--- src/rtl/inst_fetch_pkg.sv ---
// Shared types and constants for the instruction fetch unit.
package inst_fetch_pkg;
  localparam int XLEN = 32;
  localparam logic [XLEN-1:0] NOP = 32'h0000_0013;

  typedef enum logic [1:0] {
    IDLE = 2'd0,
    REQ  = 2'd1,
    WAIT = 2'd2,
    DROP = 2'd3
  } fetch_state_e;

  typedef struct packed {
    logic [XLEN-1:0] pc;
    logic [XLEN-1:0] inst;
  } fetch_entry_t;
endpackage

--- src/rtl/fetch_fifo.sv ---
// Fetch buffer: DEPTH-entry FIFO of {pc, inst}, with synchronous flush.
module fetch_fifo
  import inst_fetch_pkg::*;
#(
  parameter int DEPTH = 2,
  localparam int AW = $clog2(DEPTH),
  localparam int CW = AW + 1
) (
  input  logic         clk,
  input  logic         rst_n,
  input  logic         push,
  input  logic         pop,
  input  logic         flush,
  input  fetch_entry_t wdata,
  output fetch_entry_t rdata,
  output logic [CW-1:0] count
);
  fetch_entry_t mem [DEPTH];
  logic [AW-1:0] wptr, rptr;
  logic do_pop;

  // A pop in the flush cycle is dropped; the flush empties everything anyway.
  assign do_pop = pop && (count != '0) && !flush;
  assign rdata  = mem[rptr];

  always_ff @(posedge clk or negedge rst_n) begin
    if (!rst_n) begin
      wptr  <= '0;
      rptr  <= '0;
      count <= '0;
      for (int i = 0; i < DEPTH; i++) mem[i] <= '0;
    end else if (flush) begin
      wptr  <= '0;
      rptr  <= '0;
      count <= '0;
    end else begin
      if (push) begin
        mem[wptr] <= wdata;
        wptr      <= wptr + AW'(1);
      end
      if (do_pop) rptr <= rptr + AW'(1);
      case ({push, do_pop})
        2'b10:   count <= count + CW'(1);
        2'b01:   count <= count - CW'(1);
        default: count <= count;
      endcase
    end
  end
endmodule

--- src/rtl/inst_fetch.sv ---
// Instruction fetch: single-outstanding memory request FSM feeding a FIFO to decode.
module inst_fetch
  import inst_fetch_pkg::*;
#(
  parameter int DEPTH = 2
) (
  input  logic            clk,
  input  logic            rst_n,
  input  logic            pc_valid,
  input  logic [XLEN-1:0] pc_addr,
  output logic            pc_ready,
  input  logic            flush,
  output logic            imem_req,
  output logic [XLEN-1:0] imem_addr,
  input  logic            imem_gnt,
  input  logic            imem_rvalid,
  input  logic [XLEN-1:0] imem_rdata,
  output logic            id_valid,
  input  logic            id_ready,
  output logic [XLEN-1:0] id_inst,
  output logic [XLEN-1:0] id_pc
);
  localparam int CW = $clog2(DEPTH) + 1;

  fetch_state_e    state, next;
  logic [XLEN-1:0] addr_q;
  logic [CW-1:0]   count;
  logic            accept, push;
  fetch_entry_t    wdata, head;

  // Only accept when the buffer has room for the result, so a push never overflows.
  assign pc_ready  = (state == IDLE) && (count < CW'(DEPTH)) && !flush;
  assign accept    = pc_valid && pc_ready;
  assign push      = (state == WAIT) && imem_rvalid && !flush;
  assign imem_req  = (state == REQ);
  assign imem_addr = {addr_q[XLEN-1:2], 2'b00};
  assign wdata     = '{pc: addr_q, inst: imem_rdata};
  assign id_valid  = (count != '0);
  assign id_inst   = head.inst;
  assign id_pc     = head.pc;

  always_ff @(posedge clk or negedge rst_n) begin
    if (!rst_n) begin
      state  <= IDLE;
      addr_q <= '0;
    end else begin
      state <= next;
      if (accept) addr_q <= pc_addr;
    end
  end

  always_comb begin
    next = state;
    case (state)
      IDLE: if (accept) next = REQ;
      REQ: begin
        if (flush)         next = imem_gnt ? DROP : IDLE;
        else if (imem_gnt) next = WAIT;
      end
      WAIT: begin
        if (imem_rvalid) next = IDLE;
        else if (flush)  next = DROP;
      end
      // A granted request must still return its data; swallow it before going idle.
      DROP: if (imem_rvalid) next = IDLE;
      default: next = IDLE;
    endcase
  end

  fetch_fifo #(.DEPTH(DEPTH)) u_fifo (
    .clk   (clk),
    .rst_n (rst_n),
    .push  (push),
    .pop   (id_valid && id_ready),
    .flush (flush),
    .wdata (wdata),
    .rdata (head),
    .count (count)
  );
endmodule

--- config.mk ---
export PLATFORM = sky130hd
export DESIGN_NAME = inst_fetch
export DESIGN_NICKNAME = d
export VERILOG_FILES = /design/src/rtl/inst_fetch_pkg.sv /design/src/rtl/fetch_fifo.sv /design/src/rtl/inst_fetch.sv
export SDC_FILE = /design/constraint.sdc
export NUM_CORES = 1
export LEC_CHECK = 0
export ABC_CLOCK_PERIOD_IN_PS = 3300
export CORE_ASPECT_RATIO = 0.75
export CORE_UTILIZATION = 55
export DETAILED_ROUTE_END_ITERATION = 8
export PLACE_DENSITY = 0.86
export RECOVER_POWER = 50
export SETUP_SLACK_MARGIN = 0.3
export SYNTH_ARGS = -nofsm -noshare
export SYNTH_HDL_FRONTEND = slang
export SYNTH_SLANG_ARGS = --single-unit
--- constraint.sdc ---
create_clock -name clk -period 3.3 [get_ports clk]
set_input_delay 0.825 -clock clk [delete_from_list [all_inputs] [get_ports clk]]
set_output_delay 0.825 -clock clk [all_outputs]
set_load 0.03 [all_outputs]
# --- Word level (Yosys, flattened, before mapping) ---
# Index checks and enable logic that the tools add are counted.
totals:
  reg_bits: 166
  latchBits: 0
  mem_bits_rw: 0
  romBits: 0
  output_inout_bits: 99
  word_cells: 66
  memories: 0
classes:
  addsub: 4
  mul: 0
  div: 0
  order_cmp: 4
  eq_ne: 9
  shifts: 0
  n_mux: 20
  n_bitwise: 3
  n_reduce_logical: 17
op_table:
  columns: ["op", "count"]
  rows:
  - ["$mux W64", 4]
  - ["$bwmux W128", 1]
  - ["$demux W64 S1", 1]
  - ["$mux W2", 8]
  - ["$logic_and A1 B1 Y1", 9]
  - ["$pmux W2 S4", 1]
  - ["$eq A2 B2 Y1 const B", 3]
  - ["$reduce_bool A2 Y1", 3]
  - ["$eq A2 B1 Y1 const B", 2]
  - ["$ge A2 B2 Y1 const B", 2]
  - ["$mux W1", 4]
  - ["$ne A2 B2 Y1 const B", 2]
  - ["$not A1 Y2", 2]
  - ["$pmux W2 S2", 1]
  - ["$reduce_and A4 Y1", 1]
  - ["$ne A3 B2 Y1 const B", 1]
  - ["$ne A3 B3 Y1 const B", 1]
  - ["$reduce_bool A3 Y1", 1]
  - ["$add A1 B1 Y1 const B", 2]
  - ["$add A2 B1 Y2 const B", 1]
  - ["$logic_not A2 Y1", 1]
  - ["$lt A2 B1 Y1 const B", 1]
  - ["$lt A2 B2 Y1 const B", 1]
  - ["$reduce_and A2 Y1", 1]
  - ["other kinds (3)", 3]

# --- Depth between registers and ports, before layout ---
logic_depth:
  word_depth: 7
  depth_mapped: 5

# --- Hierarchy ---
# From an unflattened synthesis, not the netlist that was laid out.
unflattened:
  hier_cells: 480
  hier_area_um2: 8055.2
modules_own_cells:
  columns: ["module", "n_inst", "cells_each", "area_per_inst_um2", "seq_area_each_um2"]
  rows:
  - ["fetch_fifo", 1, 362, 6349.8, 3303.2]
  - ["inst_fetch", 1, 118, 1705.4, 850.8]

# --- Worst setup path before layout ---
# OpenSTA, ideal clock, no wires.
synth_timing:
  kind: "input -> register"
  start: "in flush"
  end: "reg addr_q[0]"
  setup_ps: 125
  arrival_time_ps: 2794
  path_slack_ps: 381
  path_stages: 5
  path_cell_list: "nor4_1 > and2_1 > buf_2 > buf_2 > mux2_2"
synth_between:
  elab_chain_cells: 3
synth_rtl:
  columns: ["item", "line", "source"]
  rows:
  - ["from (decl)", "inst_fetch.sv:12", "input logic flush,"]
  - ["$logic_not A1 Y1", "inst_fetch.sv:32", "assign pc_ready = (state == IDLE) && (count < CW'(DEPTH)) && !flush;"]
  - ["$logic_and A1 B1 Y1", "inst_fetch.sv:32", null]
  - ["$logic_and A1 B1 Y1", "inst_fetch.sv:33", "assign accept = pc_valid && pc_ready;"]
  - ["to (signal assigned)", "inst_fetch.sv:48", "if (accept) addr_q <= pc_addr;"]
  - ["to (decl)", "inst_fetch.sv:26", "logic [XLEN-1:0] addr_q;"]
# No other way between the ends.
# A chain may end at the register's enable or synchronous reset.

# --- Worst setup path after layout ---
layout_timing:
  start: "reg u_fifo.rptr"
  end: "out id_inst[17]"
layout_between:
  elab_chain_cells: 4
layout_rtl:
  columns: ["item", "line", "source"]
  rows:
  - ["from (decl)", "fetch_fifo.sv:19", "logic [AW-1:0] wptr, rptr;"]
  - ["from (signal assigned)", "fetch_fifo.sv:41", "if (do_pop) rptr <= rptr + AW'(1);"]
  - ["$not A1 Y2 (implied by the code)", "fetch_fifo.sv:24", "assign rdata = mem[rptr];"]
  - ["$mux W64 (implied by the code) (3 in series)", "fetch_fifo.sv:24", null]
  - ["to (decl)", "inst_fetch.sv:20", "output logic [XLEN-1:0] id_inst,"]
# No other way between the ends. The select of a mux whose other input is x is not followed.

==> flow_summary.json <==
{
  "clock_latency_ps": 420,
  "synth_mux_area_share_pct": 36.5,
  "ir_drop_v": 0.000638,
  "wire_per_inst_um": 18.9,
  "slowest_stage": "clkdlybuf4s50_1",
  "finalCritPeriodShare_pct": 88.2,
  "postRouteAntennaNets": 0,
  "vias": 4250,
  "timing.fmax_mhz": 344,
  "synth_xor_area_share_pct": 0.231,
  "cts_tree": "done",
  "yosysTopAreaCell": "dfrtp_1",
  "synthSimpleGateAreaFrac_pct": 1.78,
  "num-nets-final": 691,
  "arrival_ps": 2080,
  "crit_fanout": 29,
  "clock_sinks": 166,
  "slew_headroom_pct": -0.795,
  "rows": 36,
  "grt_usage_pct": 22.6,
  "outcome": "finished, violations left",
  "globalRouteOverflowTotal": 0,
  "maxCapViolations": 1,
  "slew_viol_final": 62,
  "use_met1_pct": 29.1,
  "p_comb_share_pct": 43.2,
  "setup_violations": 0,
  "setup_tns_ps": 0,
  "cts_buffer_depth": 2,
  "layout_commonest_cell": "dfrtp_1",
  "synth_area_per_cell_um2": 15.8,
  "hold_viol_final": 0,
  "grt_pass1_wl_um": 24500,
  "insertedDiodeCount": 0,
  "cp-end-kind": "output port",
  "syn_area_um2": 7580,
  "grt_max_degree": 85,
  "fin_worst_skew_ps": 9.47,
  "htree_levels": 4,
  "worst_slew_pin_slew_ps": 1510,
  "worst_slack_ps": 391,
  "cts_buffers": 17,
  "drtIter0Drc": 213,
  "die_h_um": 104,
  "clockPowerShare_pct": 21.4,
  "clk_pin_slew_ps": 60,
  "synth_area_leaders": "dfrtp_1 55%, mux2_2 24%, mux2_4 12%, buf_4 3.2%, buf_12 1.6%",
  "io_pins": 170,
  "grtUsageMet2_pct": 36.8,
  "yosysWarningCount": 0,
  "cp.required_ps": 2470,
  "port_buffers": 167,
  "vias_per_cell": 5.29,
  "cts_root_buf": "clkbuf_16",
  "violations": "max-capacitance violations, max-slew violations",
  "seq_power_share_pct": 35.4,
  "die_x_um": 138,
  "core_area_um2": 13200,
  "grt_pass1_vias": 4690,
  "final_cell_mix": "165 x dfrtp_1, 159 x mux2_2, 150 x clkdlybuf4s50_1",
  "critPathMaxStageDelay_ps": 610,
  "rsz0062_at_grt": "no",
  "critPathKind": "register to output port",
  "syn2layout_area_growth_pct": 28.4,
  "drt_first_pass_iters": 4,
  "dp_hpwl_um": 9740,
  "worstHoldPathType": "register to register",
  "cellLeakagePower_uw": 0.00449,
  "drc_errors": 0,
  "start_kind": "register",
  "gp_congestion": 0.784,
  "swShare_pct": 34.7,
  "seq_area_frac_synth_pct": 54.8,
  "period_minus_slack_ps": 2910,
  "final_layout_size_suffix_gt1_share_pct": 41.9,
  "antenna_found_initial": 0,
  "synth-compound-area-share_pct": 0.578,
  "synth_top_family_by_area": "multiplexers",
  "initial_core_util_pct": 57.5,
  "path_cells": "buf_12 -> mux2_2 -> clkdlybuf4s50_1",
  "power.density_nw_per_um2": 1000,
  "post-place-ws_ps": 557,
  "dieArea_um2": 14300,
  "synth_cells": 480,
  "gr-usage-met3_pct": 6.02,
  "nFillCells": 817,
  "wirelength_um": 15200,
  "ys_ff_latch": 166,
  "top_usage_layer": "met2",
  "synth_top_area_share_pct": 54.8,
  "yosysUniqueCellTypes": 27,
  "rrSetupSlack_ps": 960,
  "internal-power_uw": 6360,
  "switchingPower_uw": 3390,
  "synth_fa_ha_area_share_pct": 0
}
-- cell usage after synthesis --
| cell type | instances |
|---|---|
| mux2i_1 | 1 |
| clkbuf_1 | 8 |
| inv_1 | 2 |
| nor4_1 | 1 |
| a2111oi_0 | 1 |
| o311a_1 | 1 |
| buf_12 | 6 |
| and2b_1 | 1 |
| and2_1 | 1 |
| mux2_2 | 159 |
| xor2_1 | 2 |
| mux2_1 | 6 |
| nand2_1 | 2 |
| nor2b_1 | 5 |
| conb_1 | 1 |
| mux2_4 | 60 |
| nand3b_4 | 1 |
| o21ai_0 | 4 |
| buf_4 | 32 |
| a21oi_1 | 1 |
| buf_2 | 10 |
| dfrtp_1 | 166 |
| buf_6 | 1 |
| and4bb_2 | 1 |
| nor3_4 | 1 |
| or3b_1 | 1 |
| nor2_1 | 5 |
-- critical path, delay by kind of cell (launching register included) --
family | cells | cell delay [ps]
buffers and inverters | 2 | 830
flip-flops | 1 | 480
multiplexers | 1 | 350
-- logic make-up (layout without fill, tap and decap cells) --
kind of cell	count (synthesis)	after routing
DFF	166	166
AOI/OAI and AO/OA	7	7
and+or+nand+nor	19	19
buffers and inverters	59	211
xor gates and xnor gates	2	2
muxes	226	226
other	1	2
-- power groups by stage --
stage | clock network [uW] | logic [uW] | registers, uW
2_1_floorplan | 0 | 3050 | 3280
3_3_place_gp | 0 | 4200 | 3400
3_5_place_dp | 0 | 4290 | 3470
4_1_cts | 2130 | 4270 | 3460
5_1_grt | 2210 | 4430 | 3570
6_report | 2090 | 4210 | 3460
-- cell type report --
type	count	area [um2]	area share (%)
clock buffers	22	474	4.87
repair buffers	177	1770	18.2
flip-flops and latches	166	4160	42.7
inverters	2	7.51	0.0771
multi-input cells	256	2960	30.4
clock inverters	10	150	1.54
well taps	171	214	2.20
-- registers in the layout (all words and copies together), names as in the netlist --
signal        flops
addr_q           32
u_fifo.mem      128
u_fifo.count      2
u_fifo.rptr       1
u_fifo.wptr       1
state             2
-- worst paths after layout --
check | startpoint | cells after the start | endpoint
max | u_fifo.rptr | 3 | id_inst[17]
min | u_fifo.mem[67] | 1 | u_fifo.mem[67]
max in group asynchronous | rst_n | 2 | u_fifo.mem[31]
min reg2reg | u_fifo.mem[67] | 1 | u_fifo.mem[67]
min in group asynchronous | rst_n | 1 | u_fifo.mem[43]
max reg2reg | state[0] | 4 | u_fifo.mem[113]
-- per-stage QoR --
step                utilization [%]  std cells  area [um2]  hold slack (ps)  total power (uW)
finish                         73.8        804        9740              487              9750
floorplan                         -        481        7590              454              6330
global placement               69.4        770        9160              463              7590
detailed placement             69.4        770        9160              475              7770
CTS                            74.1        804        9790              383              9860
global route                   73.8        804        9740              501             10200
-- per-layer routing --
layer / wire length (um) / share of wire (%)
met1: 6720 / 44
met2: 7460 / 49
met3: 814 / 5.4
met4: 218 / 1.4
met5: 0 / 0
-- repair_timing --
| item | CTS | global route |
|---|---|---|
| setup buffers | 2 | 0 |
| setup endpoints to repair | 51 | 0 |
| gates resized for setup | 13 | 0 |
| hold buffers | 0 | 0 |
(Power assumes the default switching activity.)
